## src/rtl/ctrl_pkg.sv

```systemverilog
// ----------------------------------------------------------------------------
// ctrl_pkg
// Shared definitions for the pipeline main control unit: opcode and funct
// encodings, ALU function codes, datapath output-select codes, the
// multiply-sequencer state type and the decoded control bundle.
// ----------------------------------------------------------------------------
package ctrl_pkg;

    // Primary opcodes (instr[31:26])
    localparam logic [5:0] OP_RTYPE = 6'b000000;
    localparam logic [5:0] OP_J     = 6'b000010;
    localparam logic [5:0] OP_BEQ   = 6'b000100;
    localparam logic [5:0] OP_BNE   = 6'b000101;
    localparam logic [5:0] OP_ADDI  = 6'b001000;
    localparam logic [5:0] OP_ADDIU = 6'b001001;
    localparam logic [5:0] OP_SLTI  = 6'b001010;
    localparam logic [5:0] OP_ANDI  = 6'b001100;
    localparam logic [5:0] OP_ORI   = 6'b001101;
    localparam logic [5:0] OP_XORI  = 6'b001110;
    localparam logic [5:0] OP_LUI   = 6'b001111;
    localparam logic [5:0] OP_LW    = 6'b100011;
    localparam logic [5:0] OP_SW    = 6'b101011;

    // R-type function codes (instr[5:0])
    localparam logic [5:0] F_MFHI  = 6'b010000;
    localparam logic [5:0] F_MFLO  = 6'b010010;
    localparam logic [5:0] F_MULT  = 6'b011000;
    localparam logic [5:0] F_MULTU = 6'b011001;
    localparam logic [5:0] F_ADD   = 6'b100000;
    localparam logic [5:0] F_ADDU  = 6'b100001;
    localparam logic [5:0] F_SUB   = 6'b100010;
    localparam logic [5:0] F_AND   = 6'b100100;
    localparam logic [5:0] F_OR    = 6'b100101;
    localparam logic [5:0] F_XOR   = 6'b100110;
    localparam logic [5:0] F_NOR   = 6'b100111;
    localparam logic [5:0] F_SLT   = 6'b101010;

    // ALU function codes
    localparam logic [3:0] ALU_AND = 4'b0000;
    localparam logic [3:0] ALU_OR  = 4'b0001;
    localparam logic [3:0] ALU_ADD = 4'b0010;
    localparam logic [3:0] ALU_XOR = 4'b0011;
    localparam logic [3:0] ALU_NOR = 4'b0100;
    localparam logic [3:0] ALU_SUB = 4'b0110;
    localparam logic [3:0] ALU_SLT = 4'b0111;

    // Writeback result select
    localparam logic [1:0] OUT_ALU = 2'b00;
    localparam logic [1:0] OUT_LUI = 2'b01;
    localparam logic [1:0] OUT_LO  = 2'b10;
    localparam logic [1:0] OUT_HI  = 2'b11;

    typedef enum logic {
        ST_IDLE = 1'b0,
        ST_BUSY = 1'b1
    } mult_state_e;

    typedef struct packed {
        logic       regwrite;
        logic       regdst;
        logic       alusrc;
        logic       memwrite;
        logic       memtoreg;
        logic       se_ze;
        logic       branch_eq;
        logic       branch_ne;
        logic       jump;
        logic       is_mult;     // MULT or MULTU
        logic       mult_signed; // MULT (valid with is_mult)
        logic       uses_hilo;   // MULT/MULTU/MFHI/MFLO: subject to HI/LO hazard
        logic [3:0] aluctrl;
        logic [1:0] outselect;
        logic       illegal;
    } ctrl_t;

    // Bundle for "no operation": nothing written, no control transfer.
    function automatic ctrl_t ctrl_nop();
        ctrl_t c;
        c         = '0;
        c.aluctrl = ALU_ADD;
        return c;
    endfunction

endpackage

```

## src/rtl/control_unit_main_decoder.sv

```systemverilog
// ----------------------------------------------------------------------------
// main_decoder
// Pure combinational op_code/funct to control-bundle decoder.
//   op_code : instr_d[31:26]
//   funct   : instr_d[5:0]
//   ctrl    : decoded control bundle (ctrl_pkg::ctrl_t)
// Unrecognised encodings give the nop bundle with illegal set.
// ----------------------------------------------------------------------------
module main_decoder
    import ctrl_pkg::*;
(
    input  logic [5:0] op_code,
    input  logic [5:0] funct,
    output ctrl_t      ctrl
);

    logic r_alu; // R-type ALU op: writes rd from the ALU

    // NOTE: every signal assigned in always_comb gets a default first so no
    // path leaves it unassigned, which would infer a latch.
    always_comb begin
        ctrl  = ctrl_nop();
        r_alu = 1'b0;
        case (op_code)
            OP_RTYPE: begin
                case (funct)
                    F_ADD, F_ADDU: begin r_alu = 1'b1; ctrl.aluctrl = ALU_ADD; end
                    F_SUB:         begin r_alu = 1'b1; ctrl.aluctrl = ALU_SUB; end
                    F_AND:         begin r_alu = 1'b1; ctrl.aluctrl = ALU_AND; end
                    F_OR:          begin r_alu = 1'b1; ctrl.aluctrl = ALU_OR;  end
                    F_XOR:         begin r_alu = 1'b1; ctrl.aluctrl = ALU_XOR; end
                    F_NOR:         begin r_alu = 1'b1; ctrl.aluctrl = ALU_NOR; end
                    F_SLT:         begin r_alu = 1'b1; ctrl.aluctrl = ALU_SLT; end
                    F_MULT, F_MULTU: begin
                        ctrl.is_mult     = 1'b1;
                        ctrl.mult_signed = (funct == F_MULT);
                        ctrl.uses_hilo   = 1'b1;
                    end
                    F_MFHI, F_MFLO: begin
                        ctrl.regwrite  = 1'b1;
                        ctrl.regdst    = 1'b1;
                        ctrl.uses_hilo = 1'b1;
                        ctrl.outselect = (funct == F_MFHI) ? OUT_HI : OUT_LO;
                    end
                    default: ctrl.illegal = 1'b1;
                endcase
                if (r_alu) begin
                    ctrl.regwrite = 1'b1;
                    ctrl.regdst   = 1'b1;
                end
            end
            OP_ADDI, OP_ADDIU, OP_SLTI: begin
                ctrl.regwrite = 1'b1;
                ctrl.alusrc   = 1'b1;
                ctrl.se_ze    = 1'b1;
                ctrl.aluctrl  = (op_code == OP_SLTI) ? ALU_SLT : ALU_ADD;
            end
            OP_ANDI, OP_ORI, OP_XORI: begin
                ctrl.regwrite = 1'b1;
                ctrl.alusrc   = 1'b1;
                ctrl.aluctrl  = (op_code == OP_ANDI) ? ALU_AND :
                                (op_code == OP_ORI)  ? ALU_OR  : ALU_XOR;
            end
            OP_LUI: begin
                ctrl.regwrite  = 1'b1;
                ctrl.alusrc    = 1'b1;
                ctrl.outselect = OUT_LUI;
            end
            OP_LW: begin
                ctrl.regwrite = 1'b1;
                ctrl.alusrc   = 1'b1;
                ctrl.memtoreg = 1'b1;
                ctrl.se_ze    = 1'b1;
            end
            OP_SW: begin
                ctrl.memwrite = 1'b1;
                ctrl.alusrc   = 1'b1;
                ctrl.se_ze    = 1'b1;
            end
            OP_BEQ, OP_BNE: begin
                ctrl.branch_eq = (op_code == OP_BEQ);
                ctrl.branch_ne = (op_code == OP_BNE);
                ctrl.se_ze     = 1'b1;
                ctrl.aluctrl   = ALU_SUB;
            end
            OP_J:    ctrl.jump    = 1'b1;
            default: ctrl.illegal = 1'b1;
        endcase
    end

endmodule

```

## src/rtl/control_unit.sv

```systemverilog
// ----------------------------------------------------------------------------
// control_unit
// Main decoder for the five-stage pipeline, multiply sequencer and pcsrc
// resolution. Optional macro: MULT_TIMEOUT_EN adds a multiply watchdog and the
// sticky mult_timeout output.
//   clk, reset         : clock (rising edge), async active-low reset
//   op_code, funct     : instruction fields in decode
//   eq_ne              : decode-stage operands equal
//   stall_d, flush_e   : decode held / execute register cleared at next edge
//   mult_done          : multiplier result valid (one-cycle pulse)
//   start_mult         : registered pulse during the execute cycle of MULT/MULTU
//   mult_sign          : registered signedness of the multiply in flight
//   pcsrc              : 00 pc+4, 01 branch, 1x jump
//   *_d, se_ze, output_branch, aluctrl_d, outselect_d : datapath controls
//   mult_busy          : sequencer not idle
//   mult_stall         : HI/LO hazard, decode must hold
//   illegal_op         : unrecognised opcode/funct
//   mult_timeout       : (MULT_TIMEOUT_EN) sticky watchdog flag
// ----------------------------------------------------------------------------
module control_unit
    import ctrl_pkg::*;
#(
    parameter int MULT_TIMEOUT = 64,
    parameter int CNT_W        = 7
) (
    input  logic       clk,
    input  logic       reset,
    input  logic [5:0] op_code,
    input  logic [5:0] funct,
    input  logic       eq_ne,
    input  logic       stall_d,
    input  logic       flush_e,
    input  logic       mult_done,
    output logic       start_mult,
    output logic       mult_sign,
    output logic [1:0] pcsrc,
    output logic       se_ze,
    output logic       regwrite_d,
    output logic       regdst_d,
    output logic       alusrc_d,
    output logic       memwrite_d,
    output logic       memtoreg_d,
    output logic       output_branch,
    output logic [3:0] aluctrl_d,
    output logic [1:0] outselect_d,
    output logic       mult_busy,
    output logic       mult_stall,
    output logic       illegal_op
`ifdef MULT_TIMEOUT_EN
    ,
    output logic       mult_timeout
`endif
);

    if (CNT_W < $clog2(MULT_TIMEOUT + 1)) begin : g_cnt_w_check
        $error("CNT_W too narrow for MULT_TIMEOUT");
    end

    ctrl_t       ctrl;
    mult_state_e state_q, state_d;
    logic        issue;
    logic        abort; // BUSY ends without a new issue

    main_decoder u_main_decoder (
        .op_code (op_code),
        .funct   (funct),
        .ctrl    (ctrl)
    );

    assign se_ze         = ctrl.se_ze;
    assign regwrite_d    = ctrl.regwrite;
    assign regdst_d      = ctrl.regdst;
    assign alusrc_d      = ctrl.alusrc;
    assign memwrite_d    = ctrl.memwrite;
    assign memtoreg_d    = ctrl.memtoreg;
    assign output_branch = ctrl.branch_eq | ctrl.branch_ne;
    assign aluctrl_d     = ctrl.aluctrl;
    assign outselect_d   = ctrl.outselect;
    assign illegal_op    = ctrl.illegal;

    // A completing multiply releases the hazard in the same cycle, so a
    // dependent or follow-on instruction proceeds without a bubble.
    assign mult_stall = ctrl.uses_hilo && (state_q == ST_BUSY) && !mult_done;
    assign issue      = ctrl.is_mult && !mult_stall && !stall_d && !flush_e;

`ifdef MULT_TIMEOUT_EN
    logic [CNT_W-1:0] cnt_q;
    logic             timeout_hit;

    assign timeout_hit = (state_q == ST_BUSY) && !mult_done &&
                         (cnt_q == CNT_W'(MULT_TIMEOUT - 1));
    assign abort       = (state_q == ST_BUSY) && (mult_done || timeout_hit) && !issue;

    always_ff @(posedge clk or negedge reset) begin
        if (!reset) begin
            cnt_q        <= '0;
            mult_timeout <= 1'b0;
        end else begin
            if (issue)
                cnt_q <= '0;
            else if (state_q == ST_BUSY)
                cnt_q <= cnt_q + 1'b1;
            mult_timeout <= mult_timeout | timeout_hit;
        end
    end
`else
    assign abort = (state_q == ST_BUSY) && mult_done && !issue;
`endif

    // State register
    // NOTE: sequential state uses non-blocking assignments so every flop
    // samples pre-edge values regardless of process evaluation order.
    always_ff @(posedge clk or negedge reset) begin
        if (!reset) state_q <= ST_IDLE;
        else        state_q <= state_d;
    end

    // Next-state logic
    always_comb begin
        state_d = state_q;
        case (state_q)
            ST_IDLE: if (issue) state_d = ST_BUSY;
            ST_BUSY: if (abort) state_d = ST_IDLE;
            default: state_d = ST_IDLE;
        endcase
    end

    // Registered sequencer outputs: start pulse lines up with execute.
    always_ff @(posedge clk or negedge reset) begin
        if (!reset) begin
            start_mult <= 1'b0;
            mult_sign  <= 1'b0;
        end else begin
            start_mult <= issue;
            if (issue)
                mult_sign <= ctrl.mult_signed;
            else if (abort)
                mult_sign <= 1'b0;
        end
    end

    // Combinational outputs
    always_comb begin
        mult_busy = (state_q != ST_IDLE);
        pcsrc     = 2'b00;
        if (!mult_stall) begin
            if (ctrl.jump)
                pcsrc = 2'b10;
            else if ((ctrl.branch_eq && eq_ne) || (ctrl.branch_ne && !eq_ne))
                pcsrc = 2'b01;
        end
    end

endmodule

```

## config.mk

```make
export PLATFORM = sky130hd
export DESIGN_NAME = control_unit
export DESIGN_NICKNAME = d
export VERILOG_FILES = /design/src/rtl/ctrl_pkg.sv /design/src/rtl/control_unit_main_decoder.sv /design/src/rtl/control_unit.sv
export SDC_FILE = /design/constraint.sdc
export NUM_CORES = 1
export LEC_CHECK = 0
export BUFFER_PORTS_ARGS = -buffer_cell sky130_fd_sc_hd__buf_2
export CORE_MARGIN = 4
export CORE_UTILIZATION = 41
export DETAILED_ROUTE_END_ITERATION = 6
export PLACE_DENSITY_LB_ADDON = 0.05
export SETUP_SLACK_MARGIN = 0.5
export SLEW_MARGIN = 20
export SYNTH_ARGS = -nofsm -noshare
export SYNTH_HDL_FRONTEND = slang
export SYNTH_SLANG_ARGS = --single-unit
```

## constraint.sdc

```tcl
create_clock -name clk -period 2.1 [get_ports clk]
set_input_delay 0.42 -clock clk [delete_from_list [all_inputs] [get_ports clk]]
set_output_delay 0.42 -clock clk [all_outputs]
set_load 0.03 [all_outputs]
```

==> results of run 1 <==
==> kinds of logic after synthesis <==
| family | count (synthesis) | synth area share |
|---|---|---|
| buf+inv | 9 | 0.0684 |
| compound gates | 21 | 0.265 |
| simple gates | 44 | 0.470 |
| mux | 1 | 0.0171 |
| other cells | 1 | 0.00640 |
| xor+xnor | 3 | 0.0449 |
| flops | 3 | 0.128 |
==> metrics by stage <==
stage / setup TNS (ps) / utilization
floorplan: -478 / -
global placement: -907 / 0.813
detailed placement: -993 / 0.813
==> summary.txt, run 1 <==
Clock tree
  • Post-CTS Repair Setup Buffers: 10
  • Clock root buffer: clkbuf_4
  • H-Tree Level Count: 1
  • Cts repair resizes: 55
  • # hold bufs at CTS: 1
  • Clock sinks: 3
  • TritonCTS buffer count: 3
  • Clk buf depth: 2

Synthesis
  • Synth area leader: dfrtp_1
  • Async set-reset flop share out of synthesis: 1.00
  • Syn Inst Count: 82
  • Leading post-synthesis cells by cell area: dfrtp_1 13%, nand2b_1 6.4%, nor2_1 5.8%
  • Most common cell in the netlist: nor2_1
  • Cell variety after synth: 40
  • Synth cell count leaders: 9 x nor2_1, 7 x nand2_1, 6 x nand2b_1
  • Top_reg_cell synth: dfrtp_1
  • Seq/Total Area, Yosys: 0.128
  • Number of enable flip-flop cells after synthesis: 0
  • Post-synth top area share: 0.128
  • Post-Syn Area per Cell: 7.14 sq um
  • Synth warn: 0
  • Mapped cell area: 586 sq um
  • Yosys reg bits: 3
  • Syn Nets: 100

Floorplan
  • Die H: 45.8 microns
  • Number of core rows: 13
  • Initial core utilization: 0.444
  • Top-Level Pins: 38
  • Die span in x: 45.8 microns

Place
  • DP Area: 1070 sq um
  • Dpl ws: -192 ps
  • Detailed placement HPWL: 1.75 mm
  • Placed Cells: 148
  • Port Buffer Count: 36
  • Gpl congestion: 0.863

Status
  • First error: [ERROR DPL-0038] Utilization greater than 100%, impossible to legalize
  • Status: aborted with a tool error
  • Stopped at: clock tree synthesis
==> inputs of run 2 (changes only) <==
- CORE_AREA: unset -> 4 4 65 67
- CORE_MARGIN: 4 -> unset
- CORE_UTILIZATION: 41 -> unset
- DIE_AREA: unset -> 0 0 69 71
- PLACE_DENSITY_LB_ADDON: 0.05 -> 0.15
- SETUP_SLACK_MARGIN: 0.5 -> unset
==> run 2 against run 1 <==
  * The flow now finishes, with violations (setup timing)
  * Area after synthesis is the same
  * Synthesized cell count unchanged
==> summary.txt, run 2 <==
Status
  • Status: complete, but fails checks
  • Failing checks: setup timing

Global routing
  • Tot GR Track Use: 0.0930
  • Antenna violations before repair: 0
  • Aggregate global routing overflow: 0
  • Vias in the first global route: 846
  • Largest net degree at the start of global routing: 13
  • First-pass GRT wire length: 3.81 mm

Timing
  • Fin crit period: 2240 ps
  • Final Cycle Share: 1.07
  • Clock skew: 0.985 ps
  • Setup ws final: -143 ps
  • Final hold vios: 0
  • Final setup fails: 8
  • Count of pins over their slew limit: 0
  • Setup TNS: -671 ps
  • Fmax: 446 MHz
  • RSZ-0062 raised after global routing: true

Detailed routing
  • Drt wl/cell: 12.6 microns
  • Initial DRT Pass Iterations: 4
  • Routed Antenna Nets: 0
  • Routed via count: 818
  • Detailed Route WL: 2.39 mm
  • Drt via density: 4.31
  • DR iter-0 viols: 22
  • DR DRC count: 0

Finish
  • Most common cell after layout, fill and taps aside: buf_4
  • Share of cells above drive strength 1: 0.577
  • Post-layout util: 0.328
  • Reg area: 75.1 sq um
  • Non-filler instance count after layout: 190
  • Total Nets Final: 161
  • Commonest non-fill, non-tap cells in the layout: 27 x buf_4, 25 x buf_2, 9 x nor2_1, 7 x nand2_1, 7 x buf_6
  • ANT cells: 0
  • P&R area growth vs syn: 104%
  • Multi-input combinational cell area: 543 sq um
  • Fillers: 411

Place
  • Port Buffer Count: 36
  • Placed Cells: 180
  • Dpl ws: -222 ps
  • Gpl congestion: 0.715
  • Detailed placement HPWL: 1.95 mm

Synthesis
  • Mapped cell area: 586 sq um
  • Cell variety after synth: 40
  • Leading post-synthesis cells by cell area: dfrtp_1 13%, nand2b_1 6.4%, nor2_1 5.8%
  • XOR/XNOR Fraction of Synth Area: 0.0449
  • Compound-gate portion of the synthesized area: 0.265
  • Post-Syn Area per Cell: 7.14 sq um
  • Seq/Total Area, Yosys: 0.128
  • Synth cell count leaders: 9 x nor2_1, 7 x nand2_1, 6 x nand2b_1
  • Syn Inst Count: 82
  • Post-synth top area share: 0.128
  • Largest family of logic cells by synthesized area: simple AND/OR/NAND/NOR gates
  • Syn Nets: 100
  • Simple logic cell fraction of the synthesized area: 0.470
  • Synth warn: 0
  • Yosys reg bits: 3
  • Synth area leader: dfrtp_1
  • Number of enable flip-flop cells after synthesis: 0
  • Post-synthesis adder-cell area fraction: 0
  • Most common cell in the netlist: nor2_1
  • Mux contribution to synthesized area: 0.0171
  • Top_reg_cell synth: dfrtp_1
  • Async set-reset flop share out of synthesis: 1.00

Setup path
  • Critical path fanouts, max: 5
  • RR Startpoint: mult_busy
  • Number of cells on the worst reg-to-reg path: 3
  • CP Class: input pin to output pin
  • WP depth: 6
  • Crit-path slowest cell: or4_4
  • Crit-path cells: buf_8 > or4_4 > or3_4 > nor2_4 > a32o_2 > buf_6
  • Worst setup path endpoint: outselect_d[0]
  • Slowest stage delay, CP: 520 ps
  • Top delay family on crit path: simple AND/OR/NAND/NOR gates
  • Crit path launch type: input pin
  • Crit. Startpoint: op_code[3]
  • Worst EP required: 1680 ps
  • Buf/Inv on CP: 2
  • Reg2reg end: mult_sign
  • Crit. End Element: output pin
  • R2R Setup Slk: 980 ps
  • Arrival time at the worst endpoint: 1820 ps

Floorplan
  • Die ar.: 4900 sq um
  • Initial core utilization: 0.161
  • CORE AREA: 3630 sq um
  • Die H: 71 microns
  • Top-Level Pins: 38
  • Number of core rows: 22
  • Die span in x: 69 microns

Worst hold path
  • WHS Path Cells: 2
  • Hold crit path type: input pin to flip-flop

Pwr
  • VDD IR-drop max: 93.6 uV
  • Clk pwr share: 0.423
  • Final Power: 389 uW
  • Sw Share: 0.308
  • Sw Pwr: 120 uW
  • Power per Cell Area: 327 nW/um^2
  • Lkg Pwr: 0.542 nW
  • Comb pwr share: 0.427
  • Pint: 270 uW
  • Seq pwr share: 0.150

Clock tree
  • CTS tree: yes
  • Clock sinks: 3
  • Clock root buffer: clkbuf_8
  • Clk_lat worst skew: 210 ps
  • H-Tree Level Count: 1
  • TritonCTS buffer count: 3
  • Clock slew at the register clock pins of the worst setup and hold paths: 30 ps
  • Clk buf depth: 2

Job
  • Max Cap Violations: 0
==> run 2: cell counts after synthesis <==
Identical to the previous run, type by type.
==> run 2: cell families after synthesis <==
logic type / Yosys count
mux: 1
buf+inv: 9
compound gates: 21
flops: 3
simple gates: 44
xor+xnor: 3
other cells: 1
==> run 2: through the flow <==
stage / hold WS (ps) / area (sq um)
4_1_cts: 432 / 1160
2_1_floorplan: 124 / 626
6_report: 429 / 1190
5_1_grt: 442 / 1190
3_5_place_dp: 219 / 988
3_3_place_gp: 215 / 988
==> run 2: how the worst min path moves through the flow <==
| stage | from | slack (ps) | to |
|---|---|---|---|
| floorplan | reset | 120 | mult_busy |
| global placement | reset | 220 | start_mult |
| detailed placement | reset | 220 | start_mult |
| CTS | flush_e | 430 | mult_busy |
| global route | stall_d | 440 | mult_busy |
| finish | stall_d | 430 | mult_busy |
==> run 2: what timing repair did <==
action / CTS / global route
endpoints found under the setup margin: 8 / 8
setup buffers: 2 / 3
gates resized for setup: 25 / 4
pin swaps: 3 / 4
endpoints found under the hold margin: 3 / 0
hold buffers: 1 / 0
==> run 2: metal layers <==
metal | global-route usage | vias to the layer above | part of all wire
met1 | 0.123 | 373 | 0.46
li1 | - | 421 | -
met3 | 0.0170 | 0 | 0.059
met5 | 0 | - | 0
met4 | 0.0195 | 0 | 0
met2 | 0.158 | 24 | 0.49
==> run 2: worst reg2reg max path: cells and delay by family, from the launching register on <==
family	cells	cell delay, ps
and+or+nand+nor	2	440
DFF	1	370
muxes	1	220
==> run 2: layout make-up <==
type | instances | share of cell area
Clock buffer | 4 | 0.0378
Inverter | 2 | 0.00630
Multi-Input combinational cell | 70 | 0.455
Sequential cell | 3 | 0.0630
Tap cell | 48 | 0.0504
Timing Repair Buffer | 63 | 0.387
==> run 2: power by group through the flow <==
stage               logic, mW  registers, mW  clock network, mW
global placement        0.140         0.0590                  0
global route            0.180         0.0584              0.171
finish                  0.166         0.0584              0.165
CTS                     0.161         0.0584              0.169
detailed placement      0.141         0.0590                  0
floorplan              0.0762         0.0592                  0
Note: power is estimated with default switching activity, not from simulation.
